==> src/rtl/nonogram_pkg.sv <==
// nonogram_pkg: frame header constants and state types shared by the solution frame transmitter
package nonogram_pkg;
  localparam logic [7:0] HDR_M    = 8'hE0;
  localparam logic [7:0] HDR_N    = 8'hE1;
  localparam logic [7:0] HDR_ROW  = 8'h80;
  localparam logic [7:0] HDR_CSUM = 8'hC0;
  localparam logic [7:0] STOP     = 8'h00;
  typedef enum logic [2:0] {IDLE, LOAD, SEND, WAIT_TX, FINISH} tx_state_t;
  typedef enum logic [3:0] {S_HM, S_M, S_HN, S_N, S_RH, S_RD, S_CH, S_CV, S_P0, S_P1} seq_t;
endpackage

==> src/rtl/solution_frame_tx_row_byte_sel.sv <==
// row_byte_sel: picks data byte k of row r from the grid, zeroing columns at or beyond n
module row_byte_sel #(
  parameter int MAX_DIM = 11,
  parameter int DIM_W   = 4,
  parameter int KW      = 2
) (
  input  logic [MAX_DIM*MAX_DIM-1:0] i_grid,
  input  logic [DIM_W-1:0]           i_row,
  input  logic [KW-1:0]              i_k,
  input  logic [DIM_W-1:0]           i_n,
  output logic [7:0]                 o_byte
);
  logic [31:0] w_off;
  logic [7:0]  w_win, w_mask;
  assign w_off = 32'(i_row) * MAX_DIM + 32'(i_k) * 32'd8;
  assign w_win = 8'({8'h00, i_grid} >> w_off);
  for (genvar i = 0; i < 8; i++) begin : g_mask
    assign w_mask[i] = (32'(i_k) * 32'd8 + 32'(i)) < 32'(i_n);
  end
  assign o_byte = w_win & w_mask;
endmodule

==> src/rtl/solution_frame_tx.sv <==
// solution_frame_tx: serialises a solved m x n nonogram grid into a byte-framed UART message
// Ports: clk, rst (sync, active high); valid_in/solution/m/n grid input; transmit_done UART ack;
//        send/byte_out byte handoff; busy frame active; done final ack pulse; err bad-dimension pulse.
// Define SOLUTION_FRAME_CHECKSUM_EN to append the C0,<xor> checksum pair before the stop bytes.
module solution_frame_tx
  import nonogram_pkg::*;
#(
  parameter int MAX_DIM = 11,
  parameter int DIM_W   = $clog2(MAX_DIM + 1),
  parameter int ROW_B   = (MAX_DIM + 7) / 8
) (
  input  logic                       clk,
  input  logic                       rst,
  input  logic                       valid_in,
  input  logic [MAX_DIM*MAX_DIM-1:0] solution,
  input  logic [DIM_W-1:0]           m,
  input  logic [DIM_W-1:0]           n,
  input  logic                       transmit_done,
  output logic                       send,
  output logic [7:0]                 byte_out,
  output logic                       busy,
  output logic                       done,
  output logic                       err
);
  localparam int KW = $clog2(ROW_B + 1);
  localparam logic [DIM_W-1:0] DIM_MAX = DIM_W'(MAX_DIM);
`ifdef SOLUTION_FRAME_CHECKSUM_EN
  localparam seq_t SEQ_TAIL = S_CH;
`else
  localparam seq_t SEQ_TAIL = S_P0;
`endif
  if (MAX_DIM > 127) begin : g_dim_chk
    $error("MAX_DIM must not exceed 127: row index is encoded in 7 bits");
  end
  tx_state_t                  r_state;
  seq_t                       r_seq;
  logic [MAX_DIM*MAX_DIM-1:0] r_grid;
  logic [DIM_W-1:0]           r_m, r_n, r_row;
  logic [KW-1:0]              r_k;
  logic                       r_last, r_send, r_busy, r_done, r_err;
  logic [7:0]                 r_byte;
  logic [7:0]                 w_data, w_byte, w_csum;
  logic [KW-1:0]              w_last_k;
  logic                       w_ok, w_k_end;
  assign send     = r_send;
  assign byte_out = r_byte;
  assign busy     = r_busy;
  assign done     = r_done;
  assign err      = r_err;
  assign w_ok     = (m != '0) && (n != '0) && (m <= DIM_MAX) && (n <= DIM_MAX);
  assign w_last_k = KW'((32'(r_n) + 32'd7) / 32'd8 - 32'd1);
  assign w_k_end  = r_k == w_last_k;
  row_byte_sel #(.MAX_DIM(MAX_DIM), .DIM_W(DIM_W), .KW(KW)) u_sel (
    .i_grid(r_grid),
    .i_row (r_row),
    .i_k   (r_k),
    .i_n   (r_n),
    .o_byte(w_data)
  );
  always_comb begin
    w_byte = (r_seq == S_HM) ? HDR_M :
             (r_seq == S_M)  ? 8'(r_m) :
             (r_seq == S_HN) ? HDR_N :
             (r_seq == S_N)  ? 8'(r_n) :
             (r_seq == S_RH) ? (HDR_ROW | {1'b0, 7'(r_row)}) :
             (r_seq == S_RD) ? w_data :
             (r_seq == S_CH) ? HDR_CSUM :
             (r_seq == S_CV) ? w_csum : STOP;
  end
`ifdef SOLUTION_FRAME_CHECKSUM_EN
  logic [7:0] r_csum;
  // Only bytes from the first header through the last row data byte are folded in.
  always_ff @(posedge clk) begin
    if (rst || r_state == IDLE) r_csum <= '0;
    else if (r_state == LOAD && r_seq < S_CH) r_csum <= r_csum ^ w_byte;
  end
  assign w_csum = r_csum;
`else
  assign w_csum = STOP;
`endif
  always_ff @(posedge clk) begin
    if (rst) begin
      r_state <= IDLE;
      r_seq   <= S_HM;
      r_grid  <= '0;
      r_m     <= '0;
      r_n     <= '0;
      r_row   <= '0;
      r_k     <= '0;
      r_last  <= 1'b0;
      r_send  <= 1'b0;
      r_byte  <= 8'h00;
      r_busy  <= 1'b0;
      r_done  <= 1'b0;
      r_err   <= 1'b0;
    end else begin
      r_send <= 1'b0;
      r_done <= 1'b0;
      r_err  <= 1'b0;
      case (r_state)
        IDLE: if (valid_in) begin
          if (w_ok) begin
            r_grid  <= solution;
            r_m     <= m;
            r_n     <= n;
            r_row   <= '0;
            r_k     <= '0;
            r_seq   <= S_HM;
            r_last  <= 1'b0;
            r_busy  <= 1'b1;
            r_state <= LOAD;
          end else r_err <= 1'b1;
        end
        LOAD: begin
          r_byte  <= w_byte;
          r_send  <= 1'b1;
          r_last  <= r_seq == S_P1;
          r_state <= SEND;
          case (r_seq)
            S_HM: r_seq <= S_M;
            S_M:  r_seq <= S_HN;
            S_HN: r_seq <= S_N;
            S_N:  r_seq <= S_RH;
            S_RH: begin
              r_k   <= '0;
              r_seq <= S_RD;
            end
            S_RD: begin
              r_k   <= w_k_end ? '0 : r_k + 1'b1;
              r_row <= w_k_end ? r_row + 1'b1 : r_row;
              r_seq <= !w_k_end ? S_RD : (r_row == r_m - 1'b1) ? SEQ_TAIL : S_RH;
            end
            S_CH: r_seq <= S_CV;
            S_CV: r_seq <= S_P0;
            S_P0: r_seq <= S_P1;
            default: r_seq <= r_seq;
          endcase
        end
        SEND: r_state <= WAIT_TX;
        WAIT_TX: if (transmit_done) begin
          r_state <= r_last ? FINISH : LOAD;
          r_done  <= r_last;
          r_busy  <= !r_last;
        end
        FINISH: r_state <= IDLE;
        default: r_state <= IDLE;
      endcase
    end
  end
endmodule

==> config.mk <==
export PLATFORM = sky130hd
export DESIGN_NAME = solution_frame_tx
export DESIGN_NICKNAME = d
export VERILOG_FILES = /design/src/rtl/nonogram_pkg.sv /design/src/rtl/solution_frame_tx_row_byte_sel.sv /design/src/rtl/solution_frame_tx.sv
export SDC_FILE = /design/constraint.sdc
export NUM_CORES = 1
export LEC_CHECK = 0
export BUFFER_PORTS_ARGS = -buffer_cell sky130_fd_sc_hd__buf_2
export CAP_MARGIN = 20
export CORE_MARGIN = 5
export CORE_UTILIZATION = 32
export DETAILED_ROUTE_END_ITERATION = 6
export PLACE_DENSITY_LB_ADDON = 0.25
export RECOVER_POWER = 100
export SLEW_MARGIN = 20
export SYNTH_ARGS = -nofsm -noshare
export SYNTH_HDL_FRONTEND = slang
export SYNTH_SLANG_ARGS = --single-unit
==> constraint.sdc <==
create_clock -name clk -period 5.8 [get_ports clk]
set_input_delay 0.29 -clock clk [delete_from_list [all_inputs] [get_ports clk]]
set_output_delay 0.29 -clock clk [all_outputs]
set_load 0.05 [all_outputs]
==> results of run 1 <==
[worst max-delay path, stage by stage, from the launching register on]
cell,delay (ns)
dfxtp_1,0.38
buf_12,0.45
ha_4,0.25
ha_4,0.65
clkbuf_2,1.12
mux4_2,0.63
mux2_2,0.30
nor2_1,0.11
o32ai_1,0.11
o31ai_1,0.37
a2111oi_1,0.15
[cell families (layout without fill, tap and decap cells)]
logic type | count (synthesis) | in the layout | share of synthesized area
AO/OA/AOI/OAI | 307 | 307 | 0.147
flip-flops | 155 | 155 | 0.240
multiplexers | 252 | 252 | 0.363
XOR/XNOR | 11 | 11 | 0.00746
buffers and inverters | 151 | 220 | 0.0647
AND/OR/NAND/NOR | 463 | 463 | 0.156
adder cells (fa/ha/maj) | 20 | 20 | 0.0211
[worst max path at each step]
stage	startpoint	to	slack (ns)	cells past startpoint
6_report	r_row[0]$_SDFFE_PP0P_	byte_out[6]$_SDFFE_PP0P_	0.96	10
4_1_cts	r_row[0]$_SDFFE_PP0P_	byte_out[4]$_SDFFE_PP0P_	1.41	10
5_1_grt	r_row[0]$_SDFFE_PP0P_	byte_out[6]$_SDFFE_PP0P_	0.60	10
3_5_place_dp	r_row[0]$_SDFFE_PP0P_	byte_out[4]$_SDFFE_PP0P_	1.41	10
2_1_floorplan	r_row[2]$_SDFFE_PP0P_	byte_out[7]$_SDFFE_PP0P_	2.00	13
3_3_place_gp	r_row[0]$_SDFFE_PP0P_	byte_out[4]$_SDFFE_PP0P_	1.46	10
[synthesized netlist by cell type (14+ instances only)]
cell type | number | area [um2]
buf_4 | 26 | 195
inv_1 | 19 | 71.3
mux4_2 | 141 | 3180
ha_1 | 17 | 213
nand3_1 | 32 | 160
mux4_1 | 24 | 631
clkbuf_1 | 62 | 233
nor2b_1 | 15 | 93.8
o21ai_0 | 21 | 105
mux2_2 | 15 | 169
dfxtp_1 | 155 | 3100
a21oi_1 | 167 | 836
o22ai_1 | 14 | 87.6
nand2_1 | 302 | 1130
buf_2 | 20 | 100
nor3_1 | 19 | 95.1
nor2_1 | 36 | 135
mux2i_1 | 72 | 721
[final cells by class]
type	instances	area [um2]	area share
clock inverters	10	141	0.00985
multi-input cells	1053	9020	0.629
clock buffers	21	450	0.0314
inverters	22	82.6	0.00575
repair buffers	167	895	0.0623
well taps	525	657	0.0458
flip-flops and latches	155	3100	0.216
[power groups by stage]
stage | sequential, mW | clock [mW] | combinational (mW)
3_5_place_dp | 1.26 | 0 | 0.461
5_1_grt | 1.25 | 1.24 | 0.507
3_3_place_gp | 1.26 | 0 | 0.457
4_1_cts | 1.23 | 1.20 | 0.464
2_1_floorplan | 1.21 | 0 | 0.318
6_report | 1.24 | 1.16 | 0.459
[stage by stage]
step	setup slack, ns	hold slack (ns)
after floorplan	2.00	0.426
final	0.964	0.0649
after global placement	1.46	0.451
after global routing	0.603	0.0541
after detailed placement	1.41	0.466
after CTS	1.41	0.0425
[state kept, by name (all words and copies together) (netlist names)]
| register | flops |
|---|---|
| r_grid | 121 |
| byte_out | 8 |
| r_m | 4 |
| r_n | 4 |
| r_row | 4 |
| r_seq | 4 |
| r_state | 3 |
| r_k | 2 |
| busy | 1 |
| done | 1 |
| err | 1 |
| r_last | 1 |
| send | 1 |
[per-layer routing]
| metal | track usage | up-vias |
|---|---|---|
| met5 | 0 | - |
| met4 | 0.0666 | 0 |
| met3 | 0.0426 | 74 |
| met2 | 0.313 | 466 |
| met1 | 0.280 | 5858 |
| li1 | - | 5310 |
==> run summary, run 1 <==
The run finished, with violations left. The checks that failed: capacitance limit, slew limit. The overall global routing resource usage was 0.201; the number of buffers added on ports was 144. The async set-reset flop share out of synthesis works out to 0. In this run, placement finished with an instance count of 1,922.

For this block, the routed nets add up to 45,000 um of wire. Final max-slew violation count: 293. Summed over all cells, the static leakage comes to 4.83 nW.

Derived from the worst setup path, the maximum achievable clock frequency is 207 MHz. Die area: 0.0445 mm2. The first global-routing pass estimated 70,500 um of wire.

The tools report the number of H-tree levels as 4. The worst setup path is captured at a flip-flop. For the worst flop-to-flop path, the logic depth is 10. Clock-pin slew was measured on the worst setup and hold paths at 0.07 ns.

The post-route clock period utilization is 0.834, and the design area is 0.0144 mm2. After layout, the minimum clock period comes to 4.84 ns. In this run the top signal layer used is met4. The clock arrives with 0.0123 ns of skew. The area of the core region is 0.0398 mm2, and the average cell area after synthesis is 9.51 um2. Counting every net in the synthesized netlist gives 1,512.

The number of post-CTS setup repair buffers came out at 0. For the worst path required time, the log shows 5.97 ns. The worst setup path is launched from a flip-flop. The critical path is of the reg2reg type.

The tools report the net switching power of the design as 0.840 mW. The worst hold path was traced through 3 stages. Yosys printed 0 warnings. STA puts the critical path data arrival time at 5.00 ns. The area added between synthesis and finish is 11.1%. The number of gates resized after CTS was 0. The top cell types in the final layout, fill and taps aside, are 302 x nand2_1, 167 x a21oi_1, 155 x dfxtp_1, 141 x mux4_2, 131 x buf_2. Dividing the detail-routed wire length by the instance count gives 23.0 um. Detailed routing inserted a total of 11,700 vias.

The tools report the part of the power in registers as 0.433. In this run the critical register-to-register path is captured at byte_out[6]$_SDFFE_PP0P_. The number of nets with antenna violations after detailed routing was 0; the setup-violating endpoint count in the final report was 0. The repair_antennas step left the layout with diodes totalling 0. The via count of the first global-routing pass is 11,400, and the share of synthesized area occupied by flip-flops and latches is 0.240. The number of clock buffers added by TritonCTS is 17.

The synthesized design contains 155 register bits. After routing, the total negative slack on setup checks comes to 0 ns. The worst max-slew margin expressed relative to the limit is -1.21.

The startpoint of the lowest-slack hold path is solution[59]. The initial antenna violation count was 0; the final HPWL from detailed placement was 33,300 um. For this design, the CTS-stage hold fixing added 0 buffers. The logs give 5 for the total iterations of the first detailed-routing run and 4,191 for the number of inserted filler cells in the final layout.

CTS placed an instance of clkbuf_16 at the clock tree root. The switching part of the total power came out at 0.294. For the worst-skew pair, the clock arrives at the later sink with an insertion delay of 0.46 ns. The worst hold path belongs to the class in2reg. For the final-stage net count, the log shows 1,569. The logs give 0.189 mV for the largest vdd supply drop and 145 for the number of I/O pins. In this run, synthesis inferred 0 flip-flops with an integrated enable. Leaving out fill and tap cells, the most frequent cell in the layout is nand2_1.

The final core utilization is 0.360. The ratio of cells with drive above 1 in the final layout was 0.247; the clock power share was 0.407. For this run, the leading register cell type out of synthesis is dfxtp_1. Once placement finished, the instance area stood at 0.0138 mm2. The logs give 2980 um for the sum of met3 wire segment lengths after detailed routing and 4 for the count of maximum capacitance violations.

Remaining design rule violation count: 0. The first routing iteration left 1,089 violations. The tree built by TritonCTS fans out to 155 sinks. The maximum root-to-sink buffer count was 2.

Setup repair after global routing left no endpoint under its margin. The setup check on the worst reg-to-reg path leaves a slack of 0.96 ns. The x dimension of the die is 211 um.

The relative contribution of combinational cells to total power was 0.160; the placer's final routability congestion estimate was 0.967. After floorplanning, the core was divided into 73 placement rows. For hold timing, the worst endpoint is r_grid[59]$_SDFFE_PP0P_. Counting distinct cell types in the post-synthesis netlist gives 74. Summing internal, switching and leakage power gives 2.86 mW. The number of instances in the synthesized netlist is 1,359, and the slew at the pin with the worst max-slew slack is 3.31 ns. Dividing the detail-routed via count by the number of cells gives 5.99. The number of hold violations in the final report was 0. The startpoint identified for the worst register-to-register timing path is r_row[0]$_SDFFE_PP0P_. In this run the vertical extent of the chip is 211 um. The biggest fanout along the worst timing path is 110.

Internal power comes to 2.02 mW. Entering global routing, the biggest net connects 111 pins. The tools report the initial core utilization as 0.324. TritonCTS built the clock tree. The final global-route overflow total was 0. The count of cells in the finished layout, fillers not included, comes to 1,953. For the routed length on met2, the log shows 20,900 um. The logs give 19,800 um for the wire length on met1 and 0.0129 mm2 for the netlist area before placement.

Power per standard cell area: 199 mW/mm2.
Note: power is estimated with default switching activity, not from simulation.
==> run 2: changes to the inputs <==
==> constraint.sdc (replaced) <==
create_clock -name clk -period 4.6 [get_ports clk]
set_input_delay 0.23 -clock clk [delete_from_list [all_inputs] [get_ports clk]]
set_output_delay 0.23 -clock clk [all_outputs]
set_load 0.05 [all_outputs]
==> run summary, run 2 (synthesis gave the netlist of run 1 again) <==
The count of maximum capacitance violations was 4. The startpoint identified for the worst hold timing path is solution[61]. The final core utilization came out at 0.379. The final max-slew violation count is 284, and the ratio of cells with drive above 1 in the final layout is 0.249. The mean routed wirelength per cell came out at 22.1 um. The logs give 0.28 ns for the minimum setup slack among reg-to-reg paths and 0.169 for the relative contribution of combinational cells to total power. The internal cell power was 2.60 mW. Most flop-heavy register: r_grid. For the worst-skew pair, the clock arrives at the later sink with an insertion delay of 0.47 ns. Die boundary height: 211 um. The worst setup path is of the reg2reg kind.

The static power due to leakage is 5.17 nW, and the final-stage net count is 1,644. The run gives 0 as the setup-violating endpoint count in the final report. The number of flip-flops in the largest register came out at 121. Entering global routing, the biggest net connects 111 pins. For the sink count of the clock tree, the log shows 155.

The tools report the launch instance of the worst register-to-register path as r_row[1]$_SDFFE_PP0P_. In this run the core area contains 73 standard-cell rows. Using the TritonRoute via totals, the vias-per-cell ratio works out to 5.87. Post-CTS repair changed the size of 0 cells. The via count of the first global-routing pass is 11,600. The total iterations of the first detailed-routing run came out at 5. The x dimension of the die came out at 211 um.

The run finished, with violations left. TritonCTS built the clock tree. At the worst endpoint, the arrival time is 4.71 ns. For the remaining design rule violation count, the log shows 0. The min-delay analysis places its worst path in the category in2reg. The power per standard cell area is 245 mW/mm2, and the placer's final routability congestion estimate is 0.967. The tools report the final wirelength as 44,900 um. The first routing iteration left 1,082 violations. The element type at the critical path end is a flip-flop. The detail route stage leaves a number of antenna-violating nets equal to 0.

The worst register-to-register path has a depth of 13. After global routing the overflow that remains totals 0. Clock input transition at the sequential cells of the worst setup and hold paths: 0.08 ns.

The number of hold violations in the final report was 0. At the pin with the least slew margin, the transition time is 2.67 ns. The clock root buffer is clkbuf_16.

In this design, the stage delay of the slowest critical-path cell is 0.57 ns. The worst-case setup slack after placement is 0.387 ns, and the time the worst path needs with I/O delays and setup is 4.32 ns. In this run the critical register-to-register path is captured at byte_out[1]$_SDFFE_PP0P_. Including well taps, the total number of placed cells is 1,943. The tightest hold path in the finished design has a slack of 0.0196 ns. Summing over every cut layer, the via total after detailed routing is 11,900. In this run the power spent charging and discharging nets is 1.09 mW.

In the layout the commonest cells are 302 x nand2_1, 167 x a21oi_1, 154 x dfxtp_1, 141 x mux4_2, 131 x buf_2. The most common cell type on the critical path was ha_1. The first-pass GRT wire length is 70,100 um, and the switching part of the total power is 0.294.

Pin placement for this block handled 145 I/O pins. The final worst clock skew was 0.0200 ns; the sum of negative setup slack was 0 ns. The antenna diode count is 0. The final reports fail on capacitance limit, slew limit. The logs give 0.324 for the initial core utilization and 0.422 for the part of the power in registers.

The biggest fanout along the worst timing path works out to 9. The largest vdd supply drop is 0.240 mV. Traced cell by cell, the critical path runs through ha_1 > ha_1 > inv_1 > fa_1 > inv_1 > ha_1 > a21oi_1 > o22a_1 > clkbuf_1 > o311ai_0 > nor4_1 > a211oi_1 > o31ai_1. For the TritonCTS buffer count, the log shows 17.

The number of buffers added on ports works out to 144. From synthesis to final layout, the design area changed by 16.7%. Leaving out fill and tap cells, the most frequent cell in the layout is nand2_1. The final HPWL from detailed placement is 32,900 um. The run gives 0.0398 mm2 as the area of the core region. The die covers 0.0445 mm2. The worst max-slew margin expressed relative to the limit came out at -0.784.

In this run the number of H-tree levels came out at 4. The overall global routing resource usage was 0.200. The worst min-delay path endpoint was r_grid[61]$_SDFFE_PP0P_. The run gives 0 as the initial antenna violation count. The clock power share was 0.410. The post-route clock period utilization is 0.939. The worst setup path is launched from a flip-flop. Setup repair after global routing left no endpoint under its margin.

The finished layout holds 2,029 standard cells, fillers aside. The worst-path cell with the longest stage delay was fa_1. The longest clock path from root to sink contains 2 buffers. For the worst setup path, the data required time is 4.99 ns. Along the worst hold path, the cell count comes to 3.

The final worst setup slack was 0.283 ns. Derived from the worst setup path, the maximum achievable clock frequency is 232 MHz.
run 2: cell type report:
type                       instances  area [um2]
clock inverter                    13         163
inverter                          22        82.6
tap                              525         657
multi-input combinational       1053        9010
timing repair buffer             242        1600
fill                            4087       24700
sequential                       155        3110
clock buffer                      19         454
run 2: worst max-delay path by stage:
stage / start / endpoint / slack, ns / cells past startpoint
detailed placement: r_row[2]$_SDFFE_PP0P_ / byte_out[6]$_SDFFE_PP0P_ / 0.39 / 10
floorplan: r_row[2]$_SDFFE_PP0P_ / byte_out[7]$_SDFFE_PP0P_ / 0.80 / 13
global placement: r_row[1]$_SDFFE_PP0P_ / byte_out[5]$_SDFFE_PP0P_ / 0.41 / 12
CTS: r_row[2]$_SDFFE_PP0P_ / byte_out[7]$_SDFFE_PP0P_ / 0.34 / 12
global route: r_row[1]$_SDFFE_PP0P_ / byte_out[1]$_SDFFE_PP0P_ / 0.04 / 13
finish: r_row[1]$_SDFFE_PP0P_ / byte_out[1]$_SDFFE_PP0P_ / 0.28 / 13
run 2: power groups by stage:
stage                     Clock (mW)  Combinational (mW)  Sequential, mW
after CTS                       1.56               0.628            1.55
after detailed placement           0               0.589            1.58
after global routing            1.60               0.685            1.57
final                           1.51               0.622            1.56
after floorplan                    0               0.401            1.53
after global placement             0               0.588            1.58
run 2: repair_timing:
action | in CTS | in global routing
hold buffers | 54 | 0
endpoints found under the hold margin | 54 | 0
buffers inserted | 0 | 0
run 2: layer usage:
layer | vias to the layer above | share of wire | GRT usage
met5 | - | 0 | 0.00431
met4 | 0 | 0.034 | 0.0689
met3 | 86 | 0.074 | 0.0367
met2 | 538 | 0.46 | 0.308
met1 | 5840 | 0.44 | 0.284
li1 | 5453 | - | -
run 2: worst max-delay path, delay by kind of cell, from the launching register on:
kind / cells / cell delay (ns)
flip-flops: 1 / 0.47
AND/OR/NAND/NOR: 1 / 0.34
AO/OA/AOI/OAI: 5 / 1.52
buffers and inverters: 3 / 0.47
adder cells (fa/ha/maj): 4 / 1.44
run 2: through the flow:
step	area [um2]	power, mW
after floorplan	12900	1.93
after global placement	14000	2.17
after detailed placement	14000	2.17
after CTS	15100	3.73
after global routing	15100	3.86
final	15100	3.69
